### config.mk
export PLATFORM = sky130hd
export DESIGN_NAME = mem_arbiter
export DESIGN_NICKNAME = d
export VERILOG_FILES = /design/src/rtl/mem_arbiter.sv
export SDC_FILE = /design/constraint.sdc
export NUM_CORES = 1
export LEC_CHECK = 0
export CORE_MARGIN = 2
export CORE_UTILIZATION = 35
export DETAILED_ROUTE_END_ITERATION = 8
export PLACE_DENSITY = 0.85
export SKIP_LAST_GASP = 1
export SYNTH_ARGS = -nofsm -noshare
export SYNTH_HDL_FRONTEND = slang
export SYNTH_SLANG_ARGS = --single-unit
### constraint.sdc
create_clock -name CLK -period 3.35 [get_ports CLK]
set_clock_uncertainty 0.05 [all_clocks]
set_input_delay 0.5025 -clock CLK [delete_from_list [all_inputs] [get_ports CLK]]
set_output_delay 0.5025 -clock CLK [all_outputs]
set_load 0.01 [all_outputs]
### src/rtl/mem_arbiter.sv
// rtl/mem_arbiter.sv - shares the single-ported Memory between the CPU and a debug requester
// The CPU has priority; a debug access waits for an idle cycle or forces one CPU stall.
module mem_arbiter #(
  parameter int ADDR_W       = 7,
  parameter int DATA_W       = 32,
  parameter int STARVE_LIMIT = 15
) (
  input  logic              CLK,
  input  logic              RST,
  input  logic              cpu_cs,
  input  logic              cpu_we,
  input  logic [ADDR_W-1:0] cpu_addr,
  input  logic [DATA_W-1:0] cpu_wdata,
  output logic [DATA_W-1:0] cpu_rdata,
  output logic              cpu_stall,
  input  logic              dbg_req,
  input  logic              dbg_we,
  input  logic [ADDR_W-1:0] dbg_addr,
  input  logic [DATA_W-1:0] dbg_wdata,
  output logic              dbg_busy,
  output logic              dbg_ack,
  output logic [DATA_W-1:0] dbg_rdata,
  output logic              mem_cs,
  output logic              mem_we,
  output logic [ADDR_W-1:0] mem_addr,
  output logic [DATA_W-1:0] mem_wdata,
  output logic              mem_drive,
  input  logic [DATA_W-1:0] mem_rdata
);

  typedef enum logic [1:0] {
    S_IDLE = 2'd0,
    S_PEND = 2'd1,
    S_ACK  = 2'd2
  } state_t;

  state_t              r_state;
  state_t              w_state_nxt;
  logic [7:0]          r_wait_cnt;
  logic                r_hold_we;
  logic [ADDR_W-1:0]   r_hold_addr;
  logic [DATA_W-1:0]   r_hold_wdata;
  logic [DATA_W-1:0]   r_dbg_rdata;

  logic                w_starved;
  logic                w_dbg_access;
  logic                w_accept;

  // Reset suppresses the debug access combinationally, even if the state is still PEND.
  assign w_starved    = (r_wait_cnt >= 8'(STARVE_LIMIT));
  assign w_dbg_access = (r_state == S_PEND) && !RST && (!cpu_cs || w_starved);
  assign w_accept     = (r_state == S_IDLE) && dbg_req;

  always_comb begin
    w_state_nxt = r_state;
    case (r_state)
      S_IDLE: if (dbg_req) w_state_nxt = S_PEND;
      S_PEND: if (w_dbg_access) w_state_nxt = S_ACK;
      S_ACK:  w_state_nxt = S_IDLE;
      default: w_state_nxt = S_IDLE;
    endcase
  end

  always_ff @(posedge CLK) begin
    if (RST) begin
      r_state      <= S_IDLE;
      r_wait_cnt   <= 8'd0;
      r_hold_we    <= 1'b0;
      r_hold_addr  <= '0;
      r_hold_wdata <= '0;
      r_dbg_rdata  <= '0;
    end else begin
      r_state <= w_state_nxt;
      if (w_accept) begin
        r_hold_we    <= dbg_we;
        r_hold_addr  <= dbg_addr;
        r_hold_wdata <= dbg_wdata;
        r_wait_cnt   <= 8'd0;
      end else if ((r_state == S_PEND) && !w_dbg_access) begin
        r_wait_cnt <= r_wait_cnt + 8'd1;
      end
      if (w_dbg_access && !r_hold_we) begin
        r_dbg_rdata <= mem_rdata;
      end
    end
  end

  assign mem_cs    = w_dbg_access ? 1'b1         : cpu_cs;
  assign mem_we    = w_dbg_access ? r_hold_we    : cpu_we;
  assign mem_addr  = w_dbg_access ? r_hold_addr  : cpu_addr;
  assign mem_wdata = w_dbg_access ? r_hold_wdata : cpu_wdata;
  assign mem_drive = mem_cs & mem_we;

  assign cpu_rdata = mem_rdata;
  assign cpu_stall = w_dbg_access && cpu_cs;
  assign dbg_busy  = (r_state != S_IDLE);
  assign dbg_ack   = (r_state == S_ACK);
  assign dbg_rdata = r_dbg_rdata;

endmodule

Word level (Yosys, flattened, before mapping). Cells that the tools add are included.

Muxes and demuxes: 7. Eq/ne operators: 4. $add $sub $neg: 1. Reduce and logical (&&, ||, !) cells: 15. Order comparisons: 1. Bitwise gates (word level): 1.

Operators by type and width (count): $mux W32 (1); $add A8 B1 Y8 const B (1); $ge A8 B4 Y1 const B (1); $mux W7 (1); $logic_and A1 B1 Y1 (6); $logic_not A1 Y1 (4); $mux W2 (2); $ne A2 B2 Y1 const B (2); $pmux W2 S2 (1); $eq A2 B1 Y1 const B (1); $eq A2 B2 Y1 const B (1); $logic_not A2 Y1 (1); $mux W1 (2); $reduce_and A2 Y1 (1); $reduce_bool A2 Y1 (1); $reduce_or A2 Y1 (1); $and A1 B1 Y1 (1); $logic_or A1 B1 Y1 (1).

Register bits: 82. Logic and storage cells: 35. Input port bits: 116. Output and inout port bits: 109.

Longest topological paths before layout. Gate-level depths: netlist of the first run.

Depth after elaboration: 5. Gate-level depth with buffers: 6.

Least setup slack after synthesis of the first run. Ideal clock, no wire load.

Kind: input-to-output. Start: input RST. End: output mem_addr[2]. Stages: 4. Path buffers: 1. Slack: 1059 ps. Arrival: 1738 ps. Cell sequence: or3b_1 a31oi_4 buf_6 mux2_2.

Cells in the longest elaborated chain, start to end: 4.

Ends and longest elaborated chain: from (decl) (line 9) `input logic RST,`; $logic_not A1 Y1 (line 51) `assign w_dbg_access = (r_state == S_PEND) && !RST && (!cpu_cs || w_starved);`; $logic_and A1 B1 Y1 (2 in series) (line 51); $mux W7 (line 90) `assign mem_addr = w_dbg_access ? r_hold_addr : cpu_addr;`; to (decl) (line 25) `output logic [ADDR_W-1:0] mem_addr,`.

Every way passes these cells.

Worst setup path in the final report of the first run.
Start: register r_state[0]. End: output mem_wdata[6].

Cells in the longest elaborated chain, start to end: 4.

Ends and longest elaborated chain: from (decl) (line 37) `state_t r_state;`; from (signal assigned) (line 73) `r_state <= w_state_nxt;`; $eq A2 B1 Y1 (line 51); $logic_and A1 B1 Y1 (2 in series) (line 51); $mux W32 (line 91) `assign mem_wdata = w_dbg_access ? r_hold_wdata : cpu_wdata;`; to (decl) (line 26) `output logic [DATA_W-1:0] mem_wdata,`.

Every way passes these cells.

==> impl_metrics.yaml, run 1 <==
status:
  status: "finished clean"
critical_path:
  worst-setup-path-type: "reg2out"
  cp_num_buf_inv: 2
  r2r-end: "dbg_rdata[7]"
  path_cells: "or3b_1 -> a31oi_4 -> buf_12 -> mux2_2 -> clkdlybuf4s50_1"
  cp-start-kind: "flop"
  r2r_slack_ps: 970
  cp-startpoint: "r_state[0]"
  r2r_cells: 4
  crit_path_top_delay_cell: "clkdlybuf4s50_1"
  crit_fanout: 40
  slowest_delay_ps: 480
  critical-path-top-delay-family: "buffers and inverters"
  cp.arrival_ps: 2600
  cp.depth: 5
  required_ps: 2800
  worstSetupEndpoint: "mem_wdata[6]"
  reg2reg_from: "r_state[0]"
  end_kind: "primary output"
global_routing:
  grt_pass1_vias: 3401
  grt_max_degree: 76
  overflow: 0
  grt_first_pass_wirelength_um: 15700
  grt_util_all_layers_pct: 17.2
  antenna_found_initial: 0
yosys:
  yosysSeqAreaShare_pct: 44.8
  synth.avg_cell_area_um2: 8.31
  synth_area_um2: 3660
  synth_cells: 441
  ys_seq_elements: 82
  synth_nets: 558
  synth_warnings: 0
  yosys.cell_types.count: 31
timing:
  setup_violations: 0
  worst_pin_slew_ps: 1120
  rsz0062_at_grt: "no"
  fin_crit_ps: 3150
  slew_headroom_pct: 25.4
  slew_violations: 0
  period_share_pct: 94.2
  fin_tns_setup_ps: 0
  fmax_ghz: 0.317
  setup_ws_ps: 196
  finalHoldViolCount: 0
placed_design:
  dp_slack_ps: 302
  gp_congestion: 0.769
  dp.final_hpwl_um: 7830
  io_buffers: 224
worst_hold_path:
  hold_class: "reg2reg"
final_layout:
  final_common_cell: "clkdlybuf4s50_1"
  nFillCells: 888
  multi_input_area_um2: 1650
  layout-drive-gt1-share_pct: 10.2
  seqCellArea_um2: 1640
  final_cell_mix: "223 x clkdlybuf4s50_1, 148 x nand2_1, 82 x dfxtp_1"
  area_delta_synth_final_pct: 62.2
  fin_nets: 742
  diodes: 0
routing:
  remaining_drc_errors: 0
  wl_per_cell_um: 13.4
  drt-total-wl_um: 10300
  ant_nets: 0
  vias: 3593
  first_pass_iters: 4
  viasPerCell: 4.69
  drtIter0Drc: 95
die:
  start_util_pct: 35.8
  rows: 37
  die_h_um: 106
  die_area_um2: 11300
  ios: 225
  core_um2: 10200
  die_width_um: 106
clock_tree:
  cts_root_buf: "clkbuf_8"
  postCtsSetupBuffers: 0
  ctsResizeCount: 0
  cts_tree: "done"
  clk_pin_slew_ps: 90
  clock_latency_ps: 350
  cts_made_buffers: 9
  htree_levels: 3
  clock_sinks: 82
  clock_tree.buffer_depth: 2
  cts_hold_buf: 0
pwr:
  peakVddDrop_mv: 0.184
  power_density_nw_per_um2: 367
  p_leak_nw: 2.16
run:
  cap_violations: 0
[how the worst min path moves through the flow]
stage / startpoint / endpoint / depth (start not counted)
after floorplan: r_hold_addr[0] / r_hold_addr[0] / 2
after global placement: r_hold_wdata[14] / r_hold_wdata[14] / 2
after detailed placement: r_hold_wdata[21] / r_hold_wdata[21] / 2
after CTS: r_hold_wdata[21] / r_hold_wdata[21] / 2
after global routing: dbg_rdata[16] / dbg_rdata[16] / 2
final: r_hold_wdata[21] / r_hold_wdata[21] / 2
[kinds of logic (layout without fill, tap and decap cells)]
logic type,Yosys count,after routing,share of synthesized area (%)
multiplexers,40,40,12.3
flip-flops,82,82,44.8
AO/OA/AOI/OAI,80,80,11.9
adder cells (fa/ha/maj),1,1,0.341
buffers and inverters,60,249,10.4
XOR/XNOR,1,1,0.239
AND/OR/NAND/NOR,177,177,20.0
[power by group]
group	switching [mW]	internal, mW
Sequential	0.0256	1.02
Combinational	0.189	0.298
Clock	0.357	0.292
Total	0.572	1.61
[registers in the layout, summed over array words and instances, names as in the netlist]
signal        cells
r_hold_addr       7
r_hold_we         1
dbg_rdata        32
r_state           2
r_wait_cnt        8
r_hold_wdata     32
[worst register-to-register path, stage by stage (launching register included)]
cell     delay (ps)
dfxtp_1         420
nor3b_1         490
o31a_1          970
nand2_1         190
a21oi_1         180
[area by class of cell]
type                       count  area share, %
clock buffer                  11           2.38
clock inverter                 5          0.631
inverter                       2          0.126
multi-input combinational    299           27.7
sequential                    82           27.6
tap                          136           2.86
timing repair buffer         231           38.7
[stage by stage]
step,hold WS [ps],power (mW),util [%],std cells,instance area (um^2)
finish,406,2.18,58.1,766,5950
global route,421,2.28,58.1,766,5950
CTS,409,2.22,58.1,766,5950
detailed placement,397,1.56,56.4,750,5770
global placement,393,1.55,56.4,750,5770
floorplan,383,1.27,-,441,3660
[cell usage after synthesis]
master,instances,share of area (%)
mux2_2,36,11
nor2_1,4,0.41
nand4_1,2,0.34
nand3_1,3,0.41
nor3b_1,2,0.41
mux2i_1,1,0.27
ha_1,1,0.34
dfxtp_1,82,45
buf_1,2,0.20
buf_4,32,6.6
inv_1,2,0.20
and3_1,1,0.17
nand2b_1,3,0.51
buf_6,4,1.2
nor2b_1,3,0.51
o31ai_4,1,0.58
mux2_1,3,0.92
xor2_1,1,0.24
or3b_1,1,0.24
clkbuf_1,14,1.4
or2_2,1,0.17
nand3b_1,1,0.20
nand2_1,148,15
buf_2,6,0.82
o31a_1,1,0.24
a21oi_1,74,10
a31oi_4,1,0.58
o21ai_0,3,0.41
or3_1,2,0.34
and2_1,5,0.85
nor3_2,1,0.27
[layer usage]
layer | vias up | track usage, % | share of wire [%]
li1 | 1780 | - | -
met1 | 1634 | 18.5 | 39
met2 | 166 | 32.6 | 52
met3 | 13 | 3.86 | 8.3
met4 | 0 | 6.58 | 1.5
met5 | - | 0 | 0
No activity file was read; power rests on OpenSTA's default activity.
==> inputs of run 2 (changes only) <==
--- a/config.mk
+++ b/config.mk
@@ -10,6 +10,7 @@
 export DETAILED_ROUTE_END_ITERATION = 8
 export PLACE_DENSITY = 0.85
 export SKIP_LAST_GASP = 1
+export SLEW_MARGIN = 25
 export SYNTH_ARGS = -nofsm -noshare
 export SYNTH_HDL_FRONTEND = slang
 export SYNTH_SLANG_ARGS = --single-unit
==> impl_metrics.yaml, run 2 (synthesis results as in run 1) <==
timing:
  fmax_ghz: 0.317
  setup_ws_ps: 200
  fin_hold_ws_ps: 406
  period_share_pct: 94.0
  setup_violations: 0
  finalHoldViolCount: 0
  fin_crit_ps: 3150
  slew_headroom_pct: 50.1
  slew_violations: 0
  rsz0062_at_grt: "no"
  worst_pin_slew_ps: 748
  fin_tns_setup_ps: 0
clock_tree:
  cts_hold_buf: 0
  clk_pin_slew_ps: 90
  clock_tree.buffer_depth: 2
  postCtsSetupBuffers: 0
  htree_levels: 3
  clock_latency_ps: 340
  clock_sinks: 82
  ctsResizeCount: 0
  cts_root_buf: "clkbuf_8"
  cts_made_buffers: 9
  cts_tree: "done"
run:
  cap_violations: 0
routing:
  drtIter0Drc: 103
  first_pass_iters: 4
  wl_per_cell_um: 13.4
  vias: 3584
  ant_nets: 0
  viasPerCell: 4.68
  remaining_drc_errors: 0
  drt-total-wl_um: 10300
final_layout:
  final_common_cell: "clkdlybuf4s50_1"
  final_cell_mix: "223 x clkdlybuf4s50_1, 148 x nand2_1, 82 x dfxtp_1"
  nFillCells: 888
  layout-drive-gt1-share_pct: 10.3
  seqCellArea_um2: 1640
  fin_nets: 742
  area_delta_synth_final_pct: 62.3
  diodes: 0
  multi_input_area_um2: 1650
  final_cell_area_um2: 5950
global_routing:
  grt_util_all_layers_pct: 17.2
  overflow: 0
  grt_max_degree: 76
  grt_first_pass_wirelength_um: 15700
  antenna_found_initial: 0
  grt_pass1_vias: 3401
critical_path:
  crit_fanout: 40
  r2r_cells: 4
  end_kind: "primary output"
  worst-setup-path-type: "reg2out"
  worstSetupEndpoint: "mem_wdata[6]"
  crit_path_top_delay_cell: "clkdlybuf4s50_1"
  cp-start-kind: "flop"
  path_cells: "or3b_1 -> a31oi_4 -> buf_12 -> mux2_2 -> clkdlybuf4s50_1"
  required_ps: 2800
  cp.arrival_ps: 2600
  cp.depth: 5
  reg2reg_from: "r_state[0]"
  r2r_slack_ps: 1350
  critical-path-top-delay-family: "buffers and inverters"
  cp_num_buf_inv: 2
  cp-startpoint: "r_state[0]"
  r2r-end: "dbg_rdata[7]"
  slowest_delay_ps: 480
placed_design:
  place_area_um2: 5770
  gp_congestion: 0.769
  io_buffers: 224
  dp_slack_ps: 302
  dp.final_hpwl_um: 7830
worst_hold_path:
  hold_class: "reg2reg"
die:
  die_width_um: 106
  die_area_um2: 11300
  start_util_pct: 35.8
  die_h_um: 106
  ios: 225
  rows: 37
  core_um2: 10200
pwr:
  p_leak_nw: 2.16
  power_density_nw_per_um2: 367
  peakVddDrop_mv: 0.186
status:
  status: "finished clean"
## run 2: cell counts in the layout (fill, tap and decap cells not counted)
Identical to the previous run, type by type.
## run 2: how the worst min path moves through the flow
stage	from	to	slack [ps]	cells after the start
after floorplan	r_hold_addr[0]	r_hold_addr[0]	380	2
after global placement	r_hold_wdata[14]	r_hold_wdata[14]	390	2
after detailed placement	r_hold_wdata[21]	r_hold_wdata[21]	400	2
after CTS	r_hold_wdata[21]	r_hold_wdata[21]	410	2
after global routing	dbg_rdata[16]	dbg_rdata[16]	420	2
final	r_hold_wdata[21]	r_hold_wdata[21]	410	2
## run 2: power breakdown
part | leakage, nW | switching [mW] | total, mW | internal (mW)
registers | 0.669 | 0.0256 | 1.05 | 1.02
logic | 1.41 | 0.189 | 0.487 | 0.298
clock network | 0.0859 | 0.357 | 0.649 | 0.293
## run 2: metrics by stage
step	utilization, %	power (mW)	cells
detailed placement	56.4	1.56	750
finish	58.1	2.18	766
global placement	56.4	1.55	750
floorplan	-	1.27	441
global route	58.1	2.28	766
CTS	58.1	2.22	766
## run 2: layout make-up
cell class              instances  share of cell area, %
clock buffers                  11                   2.38
clock inverters                 5                  0.631
inverters                       2                  0.126
multi-input cells             299                   27.7
flip-flops and latches         82                   27.6
well taps                     136                   2.86
repair buffers                231                   38.7
## run 2: metal layers
| metal | vias up | wire length, um | GRT usage [%] |
|---|---|---|---|
| met5 | - | 0 | 0 |
| met4 | 0 | 129 | 6.58 |
| met3 | 10 | 846 | 3.86 |
| met2 | 160 | 5350 | 32.6 |
| met1 | 1634 | 3970 | 18.5 |
| li1 | 1780 | - | - |
## run 2: worst min-delay path: cells and delay by family (launching register included)
| kind | cells | cell delay, ps |
|---|---|---|
| compound gates | 1 | 50 |
| flops | 1 | 310 |
| simple gates | 1 | 50 |
==> inputs of run 3 (changes only) <==
--- a/config.mk
+++ b/config.mk
@@ -5,7 +5,7 @@
 export SDC_FILE = /design/constraint.sdc
 export NUM_CORES = 1
 export LEC_CHECK = 0
-export CORE_MARGIN = 2
+export CORE_MARGIN = 3
 export CORE_UTILIZATION = 35
 export DETAILED_ROUTE_END_ITERATION = 8
 export PLACE_DENSITY = 0.85
==> impl_metrics.yaml, run 3 (synthesis results as in run 1) <==
critical_path:
  r2r_cells: 4
  critical-path-top-delay-family: "buffers and inverters"
  path_cells: "or3b_1 -> a31oi_4 -> buf_12 -> mux2_2 -> clkdlybuf4s50_1"
  cp.depth: 5
  cp-start-kind: "flop"
  cp_num_buf_inv: 2
  slowest_delay_ps: 490
  worst-setup-path-type: "reg2out"
  crit_fanout: 44
  cp.arrival_ps: 2560
  required_ps: 2800
  crit_path_top_delay_cell: "clkdlybuf4s50_1"
  end_kind: "primary output"
clock_tree:
  clock_latency_ps: 340
  clock_sinks: 82
  cts_made_buffers: 9
  ctsResizeCount: 0
  cts_tree: "done"
  clk_pin_slew_ps: 90
  postCtsSetupBuffers: 0
  cts_root_buf: "clkbuf_8"
  clock_tree.buffer_depth: 2
  htree_levels: 3
  cts_hold_buf: 0
die:
  die_width_um: 108
  die_area_um2: 11700
  core_um2: 9950
  ios: 225
  start_util_pct: 36.8
  rows: 36
  die_h_um: 108
pwr:
  p_sw_share_pct: 24.5
  p_leak_nw: 2.18
  power_density_nw_per_um2: 385
  internal_power_mw: 1.74
  power_frac_clock_pct: 33.3
  comb_power_share_pct: 21.1
  peakVddDrop_mv: 0.205
  power_switching_mw: 0.564
  seqPwrFrac_pct: 45.5
routing:
  drtIter0Drc: 155
  wl_per_cell_um: 13.9
  drt-total-wl_um: 10500
  remaining_drc_errors: 0
  first_pass_iters: 5
  viasPerCell: 4.73
  vias: 3603
  ant_nets: 0
global_routing:
  use_met2_pct: 31.6
  grt_pass1_vias: 3529
  grt_util_met3_pct: 6.09
  grt_util_all_layers_pct: 17.4
  overflow: 0
  gr-usage-met1_pct: 18.3
  grt_max_degree: 76
  grt_first_pass_wirelength_um: 16300
  antenna_found_initial: 0
  busiest_layer: "met2"
final_layout:
  seqCellArea_um2: 1640
  diodes: 0
  nFillCells: 854
  multi_input_area_um2: 1650
  fin_nets: 741
  final_cell_mix: "223 x clkdlybuf4s50_1, 148 x nand2_1, 82 x dfxtp_1"
  fin_util_pct: 60.0
  fin_cells: 761
  layout-drive-gt1-share_pct: 10.2
  area_delta_synth_final_pct: 62.9
  final_common_cell: "clkdlybuf4s50_1"
placed_design:
  io_buffers: 224
  gp_congestion: 0.790
  dp_slack_ps: 319
  dp.final_hpwl_um: 8200
  dp.cells: 746
timing:
  rsz0062_at_grt: "no"
  slew_headroom_pct: 49.6
  fin_crit_ps: 3120
  fin_tns_setup_ps: 0
  period_share_pct: 93.0
  worst_pin_slew_ps: 756
  setup_ws_ps: 235
  setup_violations: 0
  fmax_ghz: 0.321
  finalHoldViolCount: 0
  slew_violations: 0
worst_hold_path:
  hold_class: "reg2reg"
  hold_depth: 2
run:
  cap_violations: 0
status:
  status: "finished clean"
-- run 3: cell count changes in the layout (fill, tap and decap cells not counted) --
cell and delta:
clkbuf_1 -1, bufinv_16 +2, clkinvlp_4 -2, clkinv_4 -1
buf_4 -1, clkinv_2 +1, clkbuf_8 -1, inv_6 +1
-- run 3: final timing paths --
path                       from       endpoint  slack (ps)
hold reg to reg   dbg_rdata[15]  dbg_rdata[15]         400
hold / removal    dbg_rdata[15]  dbg_rdata[15]         400
setup reg to reg     r_state[0]  dbg_rdata[18]        1340
setup / recovery     r_state[0]  mem_wdata[31]         230
-- run 3: power by group through the flow --
| stage | Sequential [mW] | Combinational (mW) | Clock (mW) |
|---|---|---|---|
| floorplan | 1.07 | 0.207 | 0 |
| global placement | 1.07 | 0.477 | 0 |
| finish | 1.05 | 0.486 | 0.767 |
| global route | 1.05 | 0.524 | 0.837 |
| CTS | 1.05 | 0.491 | 0.792 |
| detailed placement | 1.07 | 0.489 | 0 |
-- run 3: layout make-up --
cell class,count,area share [%]
Clock buffer,9,2.08
Multi-Input combinational cell,299,27.6
Clock inverter,6,1.47
Sequential cell,82,27.5
Inverter,2,0.126
Timing Repair Buffer,230,38.4
Tap cell,133,2.79
-- run 3: tightest hold or removal path, delay by kind of cell, from the launching register on --
| family | cells | cell delay (ps) |
|---|---|---|
| DFF | 1 | 310 |
| and+or+nand+nor | 1 | 50 |
| AOI/OAI and AO/OA | 1 | 50 |
-- run 3: routing by layer --
metal / wire (um) / up-vias
met1: 3830 / 1638
met2: 5500 / 162
li1: - / 1786
met4: 169 / 0
met5: 0 / -
met3: 1040 / 17
-- run 3: through the flow --
step	area (um^2)	power, mW	hold WS, ps
after floorplan	3660	1.27	383
after detailed placement	5760	1.56	396
final	5970	2.30	405
after global placement	5760	1.55	390
after CTS	5970	2.33	407
after global routing	5970	2.41	420
